File: src/rtl/fetch_pkg.sv
// Shared definitions for the instruction-fetch controller: FSM encodings and
// default halt/boot constants.
package fetch_pkg;

    typedef enum logic [2:0] {
        ST_IDLE     = 3'd0,
        ST_BOOT     = 3'd1,
        ST_FETCH    = 3'd2,
        ST_REDIRECT = 3'd3,
        ST_HALTED   = 3'd4
    } fetch_state_e;

    localparam logic [31:0] HALT_WORD_DEF = 32'hFFFF_FFFF;
    localparam logic [31:0] BOOT_ADDR_DEF = 32'h0000_0000;

endpackage

File: src/rtl/fetch_controller_if.sv
// Bundle between the fetch controller, the Fetch datapath and the decode stage.
// master = controller side, slave = datapath/decode side.
interface fetch_controller_if #(
    parameter int ADDR_W  = 32,
    parameter int INSTR_W = 32,
    parameter int CNT_W   = 16
);
    logic               start;
    logic [INSTR_W-1:0] instruction;
    logic [ADDR_W-1:0]  pc_current;
    logic [ADDR_W-1:0]  pc_next;
    logic               br_taken;
    logic [ADDR_W-1:0]  br_target;
    logic               id_ready;

    logic               pc_write_en;
    logic               pc_load;
    logic [ADDR_W-1:0]  pc_load_addr;
    logic               if_valid;
    logic [INSTR_W-1:0] if_instr;
    logic [ADDR_W-1:0]  if_pc;
    logic [ADDR_W-1:0]  if_pc_next;
    logic               halted;
    logic [CNT_W-1:0]   fetch_count;

    modport master (
        input  start, instruction, pc_current, pc_next, br_taken, br_target, id_ready,
        output pc_write_en, pc_load, pc_load_addr, if_valid, if_instr, if_pc,
               if_pc_next, halted, fetch_count
    );

    modport slave (
        output start, instruction, pc_current, pc_next, br_taken, br_target, id_ready,
        input  pc_write_en, pc_load, pc_load_addr, if_valid, if_instr, if_pc,
               if_pc_next, halted, fetch_count
    );
endinterface

File: src/rtl/if_id_reg.sv
// IF/ID pipeline register. Priority: flush > capture > drain (consumer took it) > hold.
module if_id_reg #(
    parameter int ADDR_W  = 32,
    parameter int INSTR_W = 32
) (
    input  logic               clk,
    input  logic               reset,
    input  logic               flush,
    input  logic               capture,
    input  logic               drain,
    input  logic [INSTR_W-1:0] d_instr,
    input  logic [ADDR_W-1:0]  d_pc,
    input  logic [ADDR_W-1:0]  d_pc_next,
    output logic               valid,
    output logic [INSTR_W-1:0] instr,
    output logic [ADDR_W-1:0]  pc,
    output logic [ADDR_W-1:0]  pc_next
);

    always_ff @(posedge clk) begin
        if (reset) begin
            valid   <= 1'b0;
            instr   <= '0;
            pc      <= '0;
            pc_next <= '0;
        end else if (flush) begin
            valid <= 1'b0;
        end else if (capture) begin
            valid   <= 1'b1;
            instr   <= d_instr;
            pc      <= d_pc;
            pc_next <= d_pc_next;
        end else if (drain) begin
            valid <= 1'b0;
        end
    end

endmodule

File: src/rtl/fetch_controller.sv
// Instruction-fetch sequencer: drives PC write/load, fills the IF/ID register,
// handles branch redirect, decode back-pressure and halt.
module fetch_controller
    import fetch_pkg::*;
#(
    parameter int                 ADDR_W    = 32,
    parameter int                 INSTR_W   = 32,
    parameter int                 CNT_W     = 16,
    parameter logic [INSTR_W-1:0] HALT_WORD = INSTR_W'(HALT_WORD_DEF),
    parameter logic [ADDR_W-1:0]  BOOT_ADDR = ADDR_W'(BOOT_ADDR_DEF)
) (
    input  logic               clk,
    input  logic               reset,
    fetch_controller_if.master bus
);

    fetch_state_e      state, state_nxt;
    logic [ADDR_W-1:0] tgt_q, tgt_nxt;
    logic [CNT_W-1:0]  cnt_q;
    logic              capture, flush, advance, valid;
    logic              pc_write_en, pc_load, halted;
    logic [ADDR_W-1:0] pc_load_addr;

    assign advance = !valid || bus.id_ready;

    always_ff @(posedge clk) begin
        if (reset) begin
            state <= ST_IDLE;
            tgt_q <= '0;
            cnt_q <= '0;
        end else begin
            state <= state_nxt;
            tgt_q <= tgt_nxt;
            if (capture && (cnt_q != {CNT_W{1'b1}}))
                cnt_q <= cnt_q + 1'b1;
        end
    end

    always_comb begin
        state_nxt    = state;
        tgt_nxt      = tgt_q;
        capture      = 1'b0;
        flush        = 1'b0;
        pc_write_en  = 1'b0;
        pc_load      = 1'b0;
        pc_load_addr = '0;
        halted       = 1'b0;
        case (state)
            ST_IDLE: begin
                if (bus.start)
                    state_nxt = ST_BOOT;
            end
            ST_BOOT: begin
                pc_write_en  = 1'b1;
                pc_load      = 1'b1;
                pc_load_addr = BOOT_ADDR;
                state_nxt    = ST_FETCH;
            end
            ST_FETCH: begin
                // A redirect outranks back-pressure: the held entry is wrong-path anyway.
                if (bus.br_taken) begin
                    flush     = 1'b1;
                    tgt_nxt   = bus.br_target;
                    state_nxt = ST_REDIRECT;
                end else if (advance) begin
                    pc_write_en = 1'b1;
                    capture     = 1'b1;
                    if (bus.instruction == HALT_WORD)
                        state_nxt = ST_HALTED;
                end
            end
            ST_REDIRECT: begin
                pc_write_en  = 1'b1;
                pc_load      = 1'b1;
                pc_load_addr = tgt_q;
                if (bus.br_taken)
                    tgt_nxt = bus.br_target;
                else
                    state_nxt = ST_FETCH;
            end
            ST_HALTED: begin
                halted = 1'b1;
            end
            default: begin
                state_nxt = ST_IDLE;
            end
        endcase
    end

    if_id_reg #(
        .ADDR_W  (ADDR_W),
        .INSTR_W (INSTR_W)
    ) u_if_id (
        .clk       (clk),
        .reset     (reset),
        .flush     (flush),
        .capture   (capture),
        .drain     (bus.id_ready),
        .d_instr   (bus.instruction),
        .d_pc      (bus.pc_current),
        .d_pc_next (bus.pc_next),
        .valid     (valid),
        .instr     (bus.if_instr),
        .pc        (bus.if_pc),
        .pc_next   (bus.if_pc_next)
    );

    assign bus.if_valid     = valid;
    assign bus.pc_write_en  = pc_write_en;
    assign bus.pc_load      = pc_load;
    assign bus.pc_load_addr = pc_load_addr;
    assign bus.halted       = halted;
    assign bus.fetch_count  = cnt_q;

endmodule

File: src/flat_wrapper.sv
// flat-port wrapper written by rule: the top's interface ports become plain ports
module fetch_controller_flat import fetch_pkg::*;
#(
    parameter int                 ADDR_W    = 32,
    parameter int                 INSTR_W   = 32,
    parameter int                 CNT_W     = 16,
    parameter logic [INSTR_W-1:0] HALT_WORD = INSTR_W'(HALT_WORD_DEF),
    parameter logic [ADDR_W-1:0]  BOOT_ADDR = ADDR_W'(BOOT_ADDR_DEF)
)
  (clk, reset, bus_start, bus_instruction, bus_pc_current, bus_pc_next, bus_br_taken, bus_br_target, bus_id_ready, bus_pc_write_en, bus_pc_load, bus_pc_load_addr, bus_if_valid, bus_if_instr, bus_if_pc, bus_if_pc_next, bus_halted, bus_fetch_count);
  fetch_controller_if #(.ADDR_W(ADDR_W), .INSTR_W(INSTR_W), .CNT_W(CNT_W)) bus_i ();
  input  logic clk;
  input  logic reset;
  input wire logic [$bits(bus_i.start)-1:0] bus_start;
  input wire logic [$bits(bus_i.instruction)-1:0] bus_instruction;
  input wire logic [$bits(bus_i.pc_current)-1:0] bus_pc_current;
  input wire logic [$bits(bus_i.pc_next)-1:0] bus_pc_next;
  input wire logic [$bits(bus_i.br_taken)-1:0] bus_br_taken;
  input wire logic [$bits(bus_i.br_target)-1:0] bus_br_target;
  input wire logic [$bits(bus_i.id_ready)-1:0] bus_id_ready;
  output wire logic [$bits(bus_i.pc_write_en)-1:0] bus_pc_write_en;
  output wire logic [$bits(bus_i.pc_load)-1:0] bus_pc_load;
  output wire logic [$bits(bus_i.pc_load_addr)-1:0] bus_pc_load_addr;
  output wire logic [$bits(bus_i.if_valid)-1:0] bus_if_valid;
  output wire logic [$bits(bus_i.if_instr)-1:0] bus_if_instr;
  output wire logic [$bits(bus_i.if_pc)-1:0] bus_if_pc;
  output wire logic [$bits(bus_i.if_pc_next)-1:0] bus_if_pc_next;
  output wire logic [$bits(bus_i.halted)-1:0] bus_halted;
  output wire logic [$bits(bus_i.fetch_count)-1:0] bus_fetch_count;
  assign bus_i.start = bus_start;
  assign bus_i.instruction = bus_instruction;
  assign bus_i.pc_current = bus_pc_current;
  assign bus_i.pc_next = bus_pc_next;
  assign bus_i.br_taken = bus_br_taken;
  assign bus_i.br_target = bus_br_target;
  assign bus_i.id_ready = bus_id_ready;
  assign bus_pc_write_en = bus_i.pc_write_en;
  assign bus_pc_load = bus_i.pc_load;
  assign bus_pc_load_addr = bus_i.pc_load_addr;
  assign bus_if_valid = bus_i.if_valid;
  assign bus_if_instr = bus_i.if_instr;
  assign bus_if_pc = bus_i.if_pc;
  assign bus_if_pc_next = bus_i.if_pc_next;
  assign bus_halted = bus_i.halted;
  assign bus_fetch_count = bus_i.fetch_count;
  fetch_controller #(.ADDR_W(ADDR_W), .INSTR_W(INSTR_W), .CNT_W(CNT_W), .HALT_WORD(HALT_WORD), .BOOT_ADDR(BOOT_ADDR)) u_core (.clk(clk), .reset(reset), .bus(bus_i));
endmodule
File: config.mk
export PLATFORM = sky130hd
export DESIGN_NAME = fetch_controller_flat
export DESIGN_NICKNAME = d
export VERILOG_FILES = /design/src/rtl/fetch_pkg.sv /design/src/rtl/fetch_controller_if.sv /design/src/rtl/if_id_reg.sv /design/src/rtl/fetch_controller.sv /design/src/flat_wrapper.sv
export SDC_FILE = /design/constraint.sdc
export NUM_CORES = 1
export LEC_CHECK = 0
export CORE_UTILIZATION = 38
export CTS_CLUSTER_SIZE = 12
export DETAILED_ROUTE_END_ITERATION = 7
export PLACE_DENSITY = 0.72
export SKIP_CTS_REPAIR_TIMING = 1
export SLEW_MARGIN = 10
export SYNTH_ARGS = -nofsm -noshare
export SYNTH_HDL_FRONTEND = slang
export SYNTH_SLANG_ARGS = --single-unit
File: constraint.sdc
create_clock -name clk -period 2.09 [get_ports clk]
set_input_delay 0.5225 -clock clk [delete_from_list [all_inputs] [get_ports clk]]
set_output_delay 0.5225 -clock clk [all_outputs]
set_load 0.02 [all_outputs]
==> impl_metrics.env, run 1 <==
export IMPL_status="finished, violations left"
export IMPL_violations="DRC"
export IMPL_diodes=0
export IMPL_hold_violations=0
export IMPL_boundaryPins=281
export IMPL_leakagePower_nw=3.64
export IMPL_core_area_mm2=0.0146
export IMPL_initial_core_util_pct=39.1
export IMPL_routed_wl_mm=18.0
export IMPL_maxSlewHeadroom_pct=59.5
export IMPL_synth_edf_count=0
export IMPL_yosys_top_cells_area="dfxtp_1 (52%), nand2_1 (17%), a21oi_1 (12%), and3_1 (3.9%), buf_2 (2.0%)"
export IMPL_peakVddDrop_uv=513
export IMPL_timing_max_cap_violations=0
export IMPL_worst_setup_path_type="reg -> out"
export IMPL_ys_ff_latch=148
export IMPL_dr_pass1_iters=7
export IMPL_cts_made_buffers=17
export IMPL_drive_gt1_share_pct=11.8
export IMPL_clock_sinks=148
export IMPL_hold_path_depth=2
export IMPL_die_area_mm2=0.0156
export IMPL_crit_fanout=7
export IMPL_clk_latency_ns=0.42
export IMPL_die_w_um=125
export IMPL_area_delta_synth_final_pct=65.5
export IMPL_skew_ns=0.0149
export IMPL_multi_input_area_mm2=0.00259
export IMPL_htreeDepth=4
export IMPL_min_period_ns=2.06
export IMPL_synth_top_area_share_pct=51.7
export IMPL_min_period_over_period_pct=98.4
export IMPL_die_h_um=125
export IMPL_synthArstFlopShare_pct=0
export IMPL_utilization_pct=64.7
export IMPL_synth_ff_type="dfxtp_1"
export IMPL_postRouteAntennaNets=0
export IMPL_grt_pass1_vias=5698
export IMPL_syn_num_nets=867
export IMPL_nFillCells=1270
export IMPL_viasPerCell=4.94
export IMPL_yosysWarnings=0
export IMPL_io_buffers=280
export IMPL_grt_max_degree=80
export IMPL_root_buffer="clkbuf_16"
export IMPL_synth_cell_types=34
export IMPL_finalSetupViolCount=0
export IMPL_max_freq_mhz=486
export IMPL_startpoint_type="register"
export IMPL_place_inst=1174
export IMPL_slew_violations=0
export IMPL_nNetsFinal=1150
export IMPL_arrival_ns=1.53
export IMPL_first_iter_violations=404
export IMPL_drc=26
export IMPL_required_ns=1.57
export IMPL_cp_end_kind="output port"
export IMPL_synth_yosys_seq_area_share_pct=51.7
export IMPL_routedWlPerCell_um=14.9
export IMPL_grt_usage_pct=22.9
export IMPL_min_path_type="reg -> reg"
export IMPL_seq_area_mm2=0.00297
export IMPL_dpl_hpwl_mm=12.3
export IMPL_cts_tree="yes"
export IMPL_cts_path_max_buffers=2
export IMPL_overflow=0
export IMPL_r2r_cells=6
export IMPL_grt_antenna_before_repair=0
export IMPL_yosysTopAreaCell="dfxtp_1"
export IMPL_clkTransAtPathRegs_ns=0.06
export IMPL_power_density_mw_per_mm2=718
export IMPL_gp_congestion=0.800
export IMPL_grt_pass1_wl_mm=28.4
export IMPL_syn_inst=733
export IMPL_vias=5991
export IMPL_tightest_slew_ns=0.608
export IMPL_netlist_area_mm2=0.00573
export IMPL_avgSynthCellArea_um2=7.81
export IMPL_num_rows=44
export IMPL_rsz0062_at_grt="true"
export IMPL_stdcell_count=1213
## registers in the layout, indices dropped and copies added (netlist names)
name / count
u_core.u_if_id.instr: 32
u_core.u_if_id.pc: 32
u_core.bus.fetch_count: 16
u_core.u_if_id.valid: 1
u_core.state: 3
u_core.tgt_q: 32
u_core.u_if_id.pc_next: 32
## power breakdown
group / switching (mW) / internal (mW) / leakage (nW)
Combinational: 0.403 / 0.457 / 2.16
Clock: 1.15 / 1.84 / 0.279
Sequential: 0.0429 / 2.91 / 1.20
## critical path, stage by stage (launching register included)
cell	delay [ns]
dfxtp_2	0.35
inv_2	0.05
nor2_4	0.13
buf_4	0.13
buf_6	0.11
and3_1	0.16
clkbuf_2	0.18
## worst paths after layout
path                                        from                         end  slack [ns]
worst max-delay path             u_core.state[0]         bus_pc_load_addr[0]        0.03
worst min register to register  u_core.tgt_q[31]            u_core.tgt_q[31]        0.45
worst min-delay path            u_core.tgt_q[31]            u_core.tgt_q[31]        0.45
worst max register to register   u_core.state[2]  u_core.bus.fetch_count[13]        0.19
## synthesized netlist by cell type (2+ instances only)
cell type / n
and4_1: 4
o21ai_0: 4
clkbuf_1: 28
buf_1: 2
nand4_1: 13
nor2_1: 13
mux2_2: 4
and2_1: 2
o31ai_1: 4
nand3_1: 4
nand2b_1: 3
dfxtp_1: 148
nand2_1: 263
buf_2: 23
nor4_1: 6
nand3_2: 2
or4_1: 4
inv_1: 2
a21oi_1: 135
nor2b_1: 5
a31oi_1: 4
and3_1: 36
nor3_1: 11
a41oi_1: 3
## layout by cell type, fill, tap and decap left out, types with 13 or more instances in the layout
| cell type | instances |
|---|---|
| nand4_1 | 13 |
| buf_4 | 45 |
| dfxtp_1 | 146 |
| nand2_1 | 263 |
| clkdlybuf4s50_1 | 237 |
| a21oi_1 | 135 |
| buf_6 | 15 |
| clkbuf_16 | 17 |
| and3_1 | 30 |
## per-layer routing
layer  track usage [%]  wire length (um)
met4              11.3               540
met3              7.35              1310
met2              38.5              8770
met5                 0                 0
met1              26.2              7390
## through the flow
step           setup slack [ns]  total power [mW]  hold slack (ns)  TNS, ns  instance area (um^2)
3_3_place_gp             -0.440              3.84            0.437    -7.05                  8820
6_report                 0.0338              6.81            0.448        0                  9480
3_5_place_dp             -0.419              3.84            0.444    -9.14                  8820
5_1_grt                 -0.0427              7.07            0.468   -0.449                  9480
4_1_cts                  -0.485              6.84            0.452   -15.70                  9400
2_1_floorplan             0.136              3.34            0.432        0                  5730
## logic make-up (layout without fill, tap and decap cells)
kind of cell	Yosys count	after routing	synth area share (%)
and+or+nand+nor	370	370	28.7
AOI/OAI and AO/OA	153	153	14.0
adders and majority gates	1	1	0.218
DFF	148	148	51.7
buffers and inverters	55	351	4.11
muxes	6	6	1.16
## cell type report
class	count	share of cell area, %
multi-input combinational	530	27.3
tap	184	2.43
sequential	148	31.3
clock buffer	23	5.04
clock inverter	9	1.08
inverter	2	0.0792
timing repair buffer	317	32.8
Note: power is estimated with default switching activity, not from simulation.
==> inputs of run 2 (changes only) <==
--- a/config.mk
+++ b/config.mk
@@ -5,6 +5,8 @@
 export SDC_FILE = /design/constraint.sdc
 export NUM_CORES = 1
 export LEC_CHECK = 0
+export ABC_AREA = 1
+export CAP_MARGIN = 20
 export CORE_UTILIZATION = 38
 export CTS_CLUSTER_SIZE = 12
 export DETAILED_ROUTE_END_ITERATION = 7
==> run 2 against run 1 <==
The flow still finishes with violations (DRC). Via count shrank 1.2%. Clock power grew 13%. Fmax grew 2.0%. Design area shrank 0.33%. Area after synthesis grew 1.3%. Clock skew shrank 0.0083 ns. Clock-buffer cell count shrank 3. Core utilization shrank 0.46 points. Sequential power grew 22%. Power grew 48%. Wire length shrank 3.9%. Hold slack gained 0.0028 ns. Critical path type unchanged. Largest power group is now registers.
==> impl_metrics.env, run 2 <==
export IMPL_root_buffer="clkbuf_16"
export IMPL_boundaryPins=281
export IMPL_routedWlPerCell_um=13.7
export IMPL_clk_latency_ns=0.41
export IMPL_overflow=0
export IMPL_synthArstFlopShare_pct=0
export IMPL_violations="DRC"
export IMPL_min_period_over_period_pct=96.5
export IMPL_layout_common_cells="nor2_1 (263), clkdlybuf4s50_1 (245), dfxtp_1 (147)"
export IMPL_synth_cell_types=24
export IMPL_crit_fanout=5
export IMPL_seq_area_mm2=0.00296
export IMPL_min_period_ns=2.02
export IMPL_timing_max_cap_violations=0
export IMPL_grt_max_degree=65
export IMPL_die_area_mm2=0.0158
export IMPL_ys_ff_latch=148
export IMPL_first_iter_violations=261
export IMPL_required_ns=1.57
export IMPL_synth_top_area_share_pct=51.1
export IMPL_nNetsFinal=1206
export IMPL_cts_tree="yes"
export IMPL_cp_end_kind="output port"
export IMPL_initial_core_util_pct=39.5
export IMPL_die_h_um=126
export IMPL_drc=13
export IMPL_peakVddDrop_uv=681
export IMPL_finalPower_mw=10.1
export IMPL_diodes=0
export IMPL_power_density_mw_per_mm2=1070
export IMPL_dpl_hpwl_mm=11.8
export IMPL_synth_edf_count=0
export IMPL_crit_chain="inv_2 > buf_4 > nand2_2 > nor3_4 > o21ai_4 > nand2_2 > buf_6"
export IMPL_fin_setup_tns_ns=0
export IMPL_placed_area_mm2=0.00883
export IMPL_multi_input_area_mm2=0.00242
export IMPL_grt_pass1_vias=5622
export IMPL_netlist_area_mm2=0.00580
export IMPL_yosysMostFrequentCell="nor2_1"
export IMPL_grt_antenna_before_repair=0
export IMPL_htreeDepth=4
export IMPL_min_path_type="reg -> reg"
export IMPL_nFillCells=1286
export IMPL_cts_path_max_buffers=2
export IMPL_synth_ff_type="dfxtp_1"
export IMPL_dr_pass1_iters=8
export IMPL_worst_setup_path_type="reg -> out"
export IMPL_area_delta_synth_final_pct=62.8
export IMPL_skew_ns=0.00660
export IMPL_arrival_ns=1.49
export IMPL_num_rows=44
export IMPL_io_buffers=280
export IMPL_maxSlewHeadroom_pct=62.7
export IMPL_vias=5920
export IMPL_finalSetupViolCount=0
export IMPL_hold_violations=0
export IMPL_stdcell_count=1268
export IMPL_final_common_cell="nor2_1"
export IMPL_syn_num_nets=936
export IMPL_core_area_mm2=0.0147
export IMPL_yosys_top_cells_area="dfxtp_1 (51%), nor2_1 (17%), o21ai_0 (8.0%), nand2_1 (5.1%), a21oi_1 (4.0%)"
export IMPL_grt_pass1_wl_mm=27.8
export IMPL_crit_path_max_incr_delay_ns=0.33
export IMPL_place_inst=1235
export IMPL_drive_gt1_share_pct=7.56
export IMPL_grt_usage_pct=22.1
export IMPL_final_area_mm2=0.00945
export IMPL_gp_congestion=0.772
export IMPL_yosysTopAreaCell="dfxtp_1"
export IMPL_status="finished, violations left"
export IMPL_tightest_slew_ns=0.560
export IMPL_postRouteAntennaNets=0
export IMPL_rsz0062_at_grt="true"
export IMPL_cts_made_buffers=17
export IMPL_viasPerCell=4.67
export IMPL_syn_inst=802
export IMPL_avgSynthCellArea_um2=7.23
export IMPL_routed_wl_mm=17.3
export IMPL_leakagePower_nw=4.06
export IMPL_die_w_um=126
export IMPL_slowest_stage="dfxtp_2"
export IMPL_slew_violations=0
export IMPL_whs_ns=0.451
export IMPL_yosysWarnings=0
export IMPL_clkTransAtPathRegs_ns=0.06
export IMPL_critPathMostFrequentCell="nand2_2"
export IMPL_synth_yosys_seq_area_share_pct=51.1
export IMPL_clock_sinks=148
export IMPL_synth_common_cells="nor2_1 (263), dfxtp_1 (148), o21ai_0 (93), nand2_1 (79), inv_1 (48)"
export IMPL_startpoint_type="register"
export IMPL_max_freq_mhz=496
## run 2: cell types whose count changed in the layout (fill, tap and decap cells not counted), sizes merged, moves of 8 or more
cell / before / now
inv: 2 / 51
nor2: 14 / 264
clkdlybuf4s50: 237 / 245
buf: 67 / 22
nand4: 13 / 1
nand3: 6 / 14
and3: 36 / 0
clkbuf: 27 / 40
o21ai: 4 / 136
nand2: 263 / 80
a21oi: 135 / 46
## run 2: layout make-up
cell class	instances	share of cell area, %
clock buffer	20	4.83
sequential	148	31.4
timing repair buffer	301	31.6
inverter	50	2.00
multi-input combinational	554	25.6
tap	184	2.44
clock inverter	11	2.11
## run 2: stage by stage
stage / setup WS (ns) / util, %
finish: 0.0741 / 64.3
floorplan: 0.248 / -
detailed placement: 0.00346 / 60.1
CTS: -0.367 / 64.5
global route: -0.0263 / 64.3
global placement: 0.0384 / 60.1
## run 2: cell families after synthesis
| group | count (synthesis) | share of synthesized area [%] |
|---|---|---|
| compound gates | 182 | 15.8 |
| xor+xnor | 7 | 1.06 |
| fa+ha+maj | 1 | 0.216 |
| buf+inv | 100 | 7.48 |
| flops | 148 | 51.1 |
| simple gates | 364 | 24.4 |
## run 2: layer usage
layer	global-route usage [%]	vias up	part of all wire (%)
li1	-	3083	-
met1	25.4	2644	41
met2	37.6	174	49
met3	8.73	19	8.5
met4	6.96	0	1.5
met5	0	-	0
## run 2: worst paths after layout
path                            cells after the start                 startpoint  slack (ns)                   endpoint
worst max register to register                     10  u_core.bus.fetch_count[0]        0.38  u_core.bus.fetch_count[9]
worst min register to register                      2           u_core.tgt_q[18]        0.45           u_core.tgt_q[18]
worst max-delay path                                7            u_core.state[2]        0.07            bus_pc_write_en
worst min-delay path                                2           u_core.tgt_q[18]        0.45           u_core.tgt_q[18]
## run 2: where the power goes
| group | leakage (nW) | internal [mW] | switching, mW |
|---|---|---|---|
| Combinational | 2.54 | 1.39 | 1.70 |
| Clock | 0.321 | 2.19 | 1.18 |
| Sequential | 1.20 | 3.37 | 0.233 |
| Total | 4.06 | 6.95 | 3.12 |
## run 2: worst max-delay path, delay by kind of cell (launching register included)
family	cells	cell delay [ns]
AO/OA/AOI/OAI	1	0.11
buffers and inverters	3	0.30
flip-flops	1	0.33
AND/OR/NAND/NOR	3	0.35
==> inputs of run 3 (changes only) <==
--- a/config.mk
+++ b/config.mk
@@ -7,6 +7,7 @@
 export LEC_CHECK = 0
 export ABC_AREA = 1
 export CAP_MARGIN = 20
+export CORE_MARGIN = 5
 export CORE_UTILIZATION = 38
 export CTS_CLUSTER_SIZE = 12
 export DETAILED_ROUTE_END_ITERATION = 7
==> run 3 against run 2 <==
The flow now finishes without violations. Global-route usage fell by 2.1 points. Register-to-register slack improved by 0.05 ns. Via count fell by 0.25%. Flip-flop and latch count did not move. First-iteration DRC count rose by 11%. Clock-buffer cell count rose by 1. Die area rose by 13%. Combinational power rose by 2%. Non-clock buffer count rose by 4. Core utilization fell by 0.96 points. Sequential power barely moved. Largest cell class unchanged. Highest routed layer unchanged.
==> impl_metrics.env, run 3 (same netlist as run 2, synthesis figures left out) <==
export IMPL_io_buffers=280
export IMPL_crit_path_max_incr_delay_ns=0.65
export IMPL_r2r_end="u_core.bus.fetch_count[12]"
export IMPL_cp_end_kind="output port"
export IMPL_stdcell_count=1275
export IMPL_critPathBufInv=1
export IMPL_min_to="u_core.tgt_q[10]"
export IMPL_die_h_um=134
export IMPL_cts_path_max_buffers=2
export IMPL_die_w_um=134
export IMPL_grt_pass1_wl_mm=28.8
export IMPL_min_period_over_period_pct=96.7
export IMPL_first_iter_violations=291
export IMPL_status="finished clean"
export IMPL_nNetsFinal=1210
export IMPL_grt_usage_pct=20.0
export IMPL_viasPerCell=4.63
export IMPL_drive_gt1_share_pct=6.44
export IMPL_root_buffer="clkbuf_16"
export IMPL_cts_tree="yes"
export IMPL_gp_congestion=0.791
export IMPL_clkTransAtPathRegs_ns=0.06
export IMPL_postRouteAntennaNets=0
export IMPL_utilization_pct=63.3
export IMPL_maxSlewHeadroom_pct=66.0
export IMPL_drc=0
export IMPL_routedWlPerCell_um=14.4
export IMPL_peakVddDrop_uv=745
export IMPL_boundaryPins=281
export IMPL_place_inst=1243
export IMPL_finalSetupViolCount=0
export IMPL_diodes=0
export IMPL_min_period_ns=2.02
export IMPL_core_area_mm2=0.0151
export IMPL_finalWorstSetupSlack_ns=0.0688
export IMPL_grt_max_degree=81
export IMPL_final_common_cell="nor2_1"
export IMPL_cts_made_buffers=17
export IMPL_max_freq_mhz=495
export IMPL_routed_wl_mm=18.3
export IMPL_hold_violations=0
export IMPL_vias=5905
export IMPL_clock_sinks=148
export IMPL_timing_max_cap_violations=0
export IMPL_dpl_hpwl_mm=12.9
export IMPL_crit_fanout=6
export IMPL_hold_path_depth=2
export IMPL_num_rows=45
export IMPL_finalPower_mw=9.96
export IMPL_reg2reg_from="u_core.bus.fetch_count[0]"
export IMPL_min_path_type="reg -> reg"
export IMPL_overflow=0
export IMPL_required_ns=1.57
export IMPL_crit_chain="clkdlybuf4s50_1"
export IMPL_layout_common_cells="nor2_1 (263), clkdlybuf4s50_1 (244), dfxtp_1 (147)"
export IMPL_skew_ns=0.00879
export IMPL_power_density_mw_per_mm2=1040
export IMPL_slowest_stage="clkdlybuf4s50_1"
export IMPL_startpoint_type="register"
export IMPL_dr_pass1_iters=4
export IMPL_r2r_slack_ns=0.43
export IMPL_post_place_ws_ns=-0.0220
export IMPL_die_area_mm2=0.0178
export IMPL_leakagePower_nw=4.31
export IMPL_min_delay_start="u_core.tgt_q[10]"
export IMPL_grt_antenna_before_repair=0
export IMPL_initial_core_util_pct=38.4
export IMPL_worst_setup_path_type="reg -> out"
export IMPL_tightest_slew_ns=0.511
export IMPL_clk_latency_ns=0.41
export IMPL_htreeDepth=4
export IMPL_area_delta_synth_final_pct=64.7
export IMPL_grt_pass1_vias=5625
export IMPL_cpLargestDelayFamily="buffers and inverters"
export IMPL_r2r_cells=11
export IMPL_slew_violations=0
export IMPL_arrival_ns=1.50
==> run 3: cell count changes in the layout (fill, tap and decap cells not counted), sizes merged, moves of 2 or more <==
cell / previous run / this run
dlymetal6s2s: 14 / 29
clkinvlp: 0 / 2
inv: 51 / 49
buf: 22 / 26
clkbuf: 40 / 27
==> run 3: per-layer routing <==
| layer | vias to the layer above | track usage, % | routed length (um) | share of wire, % |
|---|---|---|---|---|
| met5 | - | 0 | 0 | 0 |
| met4 | 0 | 7.37 | 382 | 2.1 |
| met3 | 26 | 9.29 | 1810 | 9.9 |
| met2 | 194 | 32.5 | 8690 | 47 |
| met1 | 2599 | 23.1 | 7420 | 41 |
| li1 | 3086 | - | - | - |
==> run 3: through the flow <==
stage	hold WS (ns)	cell area [um^2]	TNS [ns]
after floorplan	0.430	5800	0
after global placement	0.438	8860	0
after detailed placement	0.443	8860	-0.0220
after CTS	0.453	9480	-9.58
after global routing	0.464	9550	-0.0133
final	0.449	9550	0
==> run 3: worst max-delay path by stage <==
| stage | startpoint | to | depth (start not counted) |
|---|---|---|---|
| 6_report | u_core.bus.fetch_count[10] | bus_fetch_count[10] | 1 |
| 5_1_grt | u_core.state[2] | bus_pc_load_addr[7] | 5 |
| 4_1_cts | u_core.state[2] | bus_pc_load_addr[4] | 5 |
| 3_5_place_dp | bus_br_taken | bus_pc_write_en | 5 |
| 3_3_place_gp | bus_br_taken | bus_pc_write_en | 5 |
| 2_1_floorplan | bus_br_taken | bus_pc_write_en | 5 |
==> run 3: where the power goes <==
group	leakage, nW	internal (mW)	switching (mW)
sequential	1.20	3.37	0.236
combinational	2.81	1.42	1.73
clock	0.295	2.05	1.15
total	4.31	6.84	3.12
==> run 3: layout make-up <==
type | instances | area [um^2]
clock inverter | 9 | 154
inverter | 50 | 189
timing repair buffer | 305 | 3130
clock buffer | 21 | 460
fill | 1339 | 5540
sequential | 148 | 2960
tap | 188 | 235
multi-input combinational | 554 | 2420
==> run 3: worst reg2reg max path: stages, from the launching register on <==
cell	delay, ns
dfxtp_1	0.34
ha_1	0.23
nand3_1	0.13
inv_2	0.05
nand2_1	0.17
nor2_1	0.08
nor2_1	0.19
buf_12	0.18
nand2_1	0.06
nand2_1	0.06
nand2_1	0.05
nor2_1	0.07
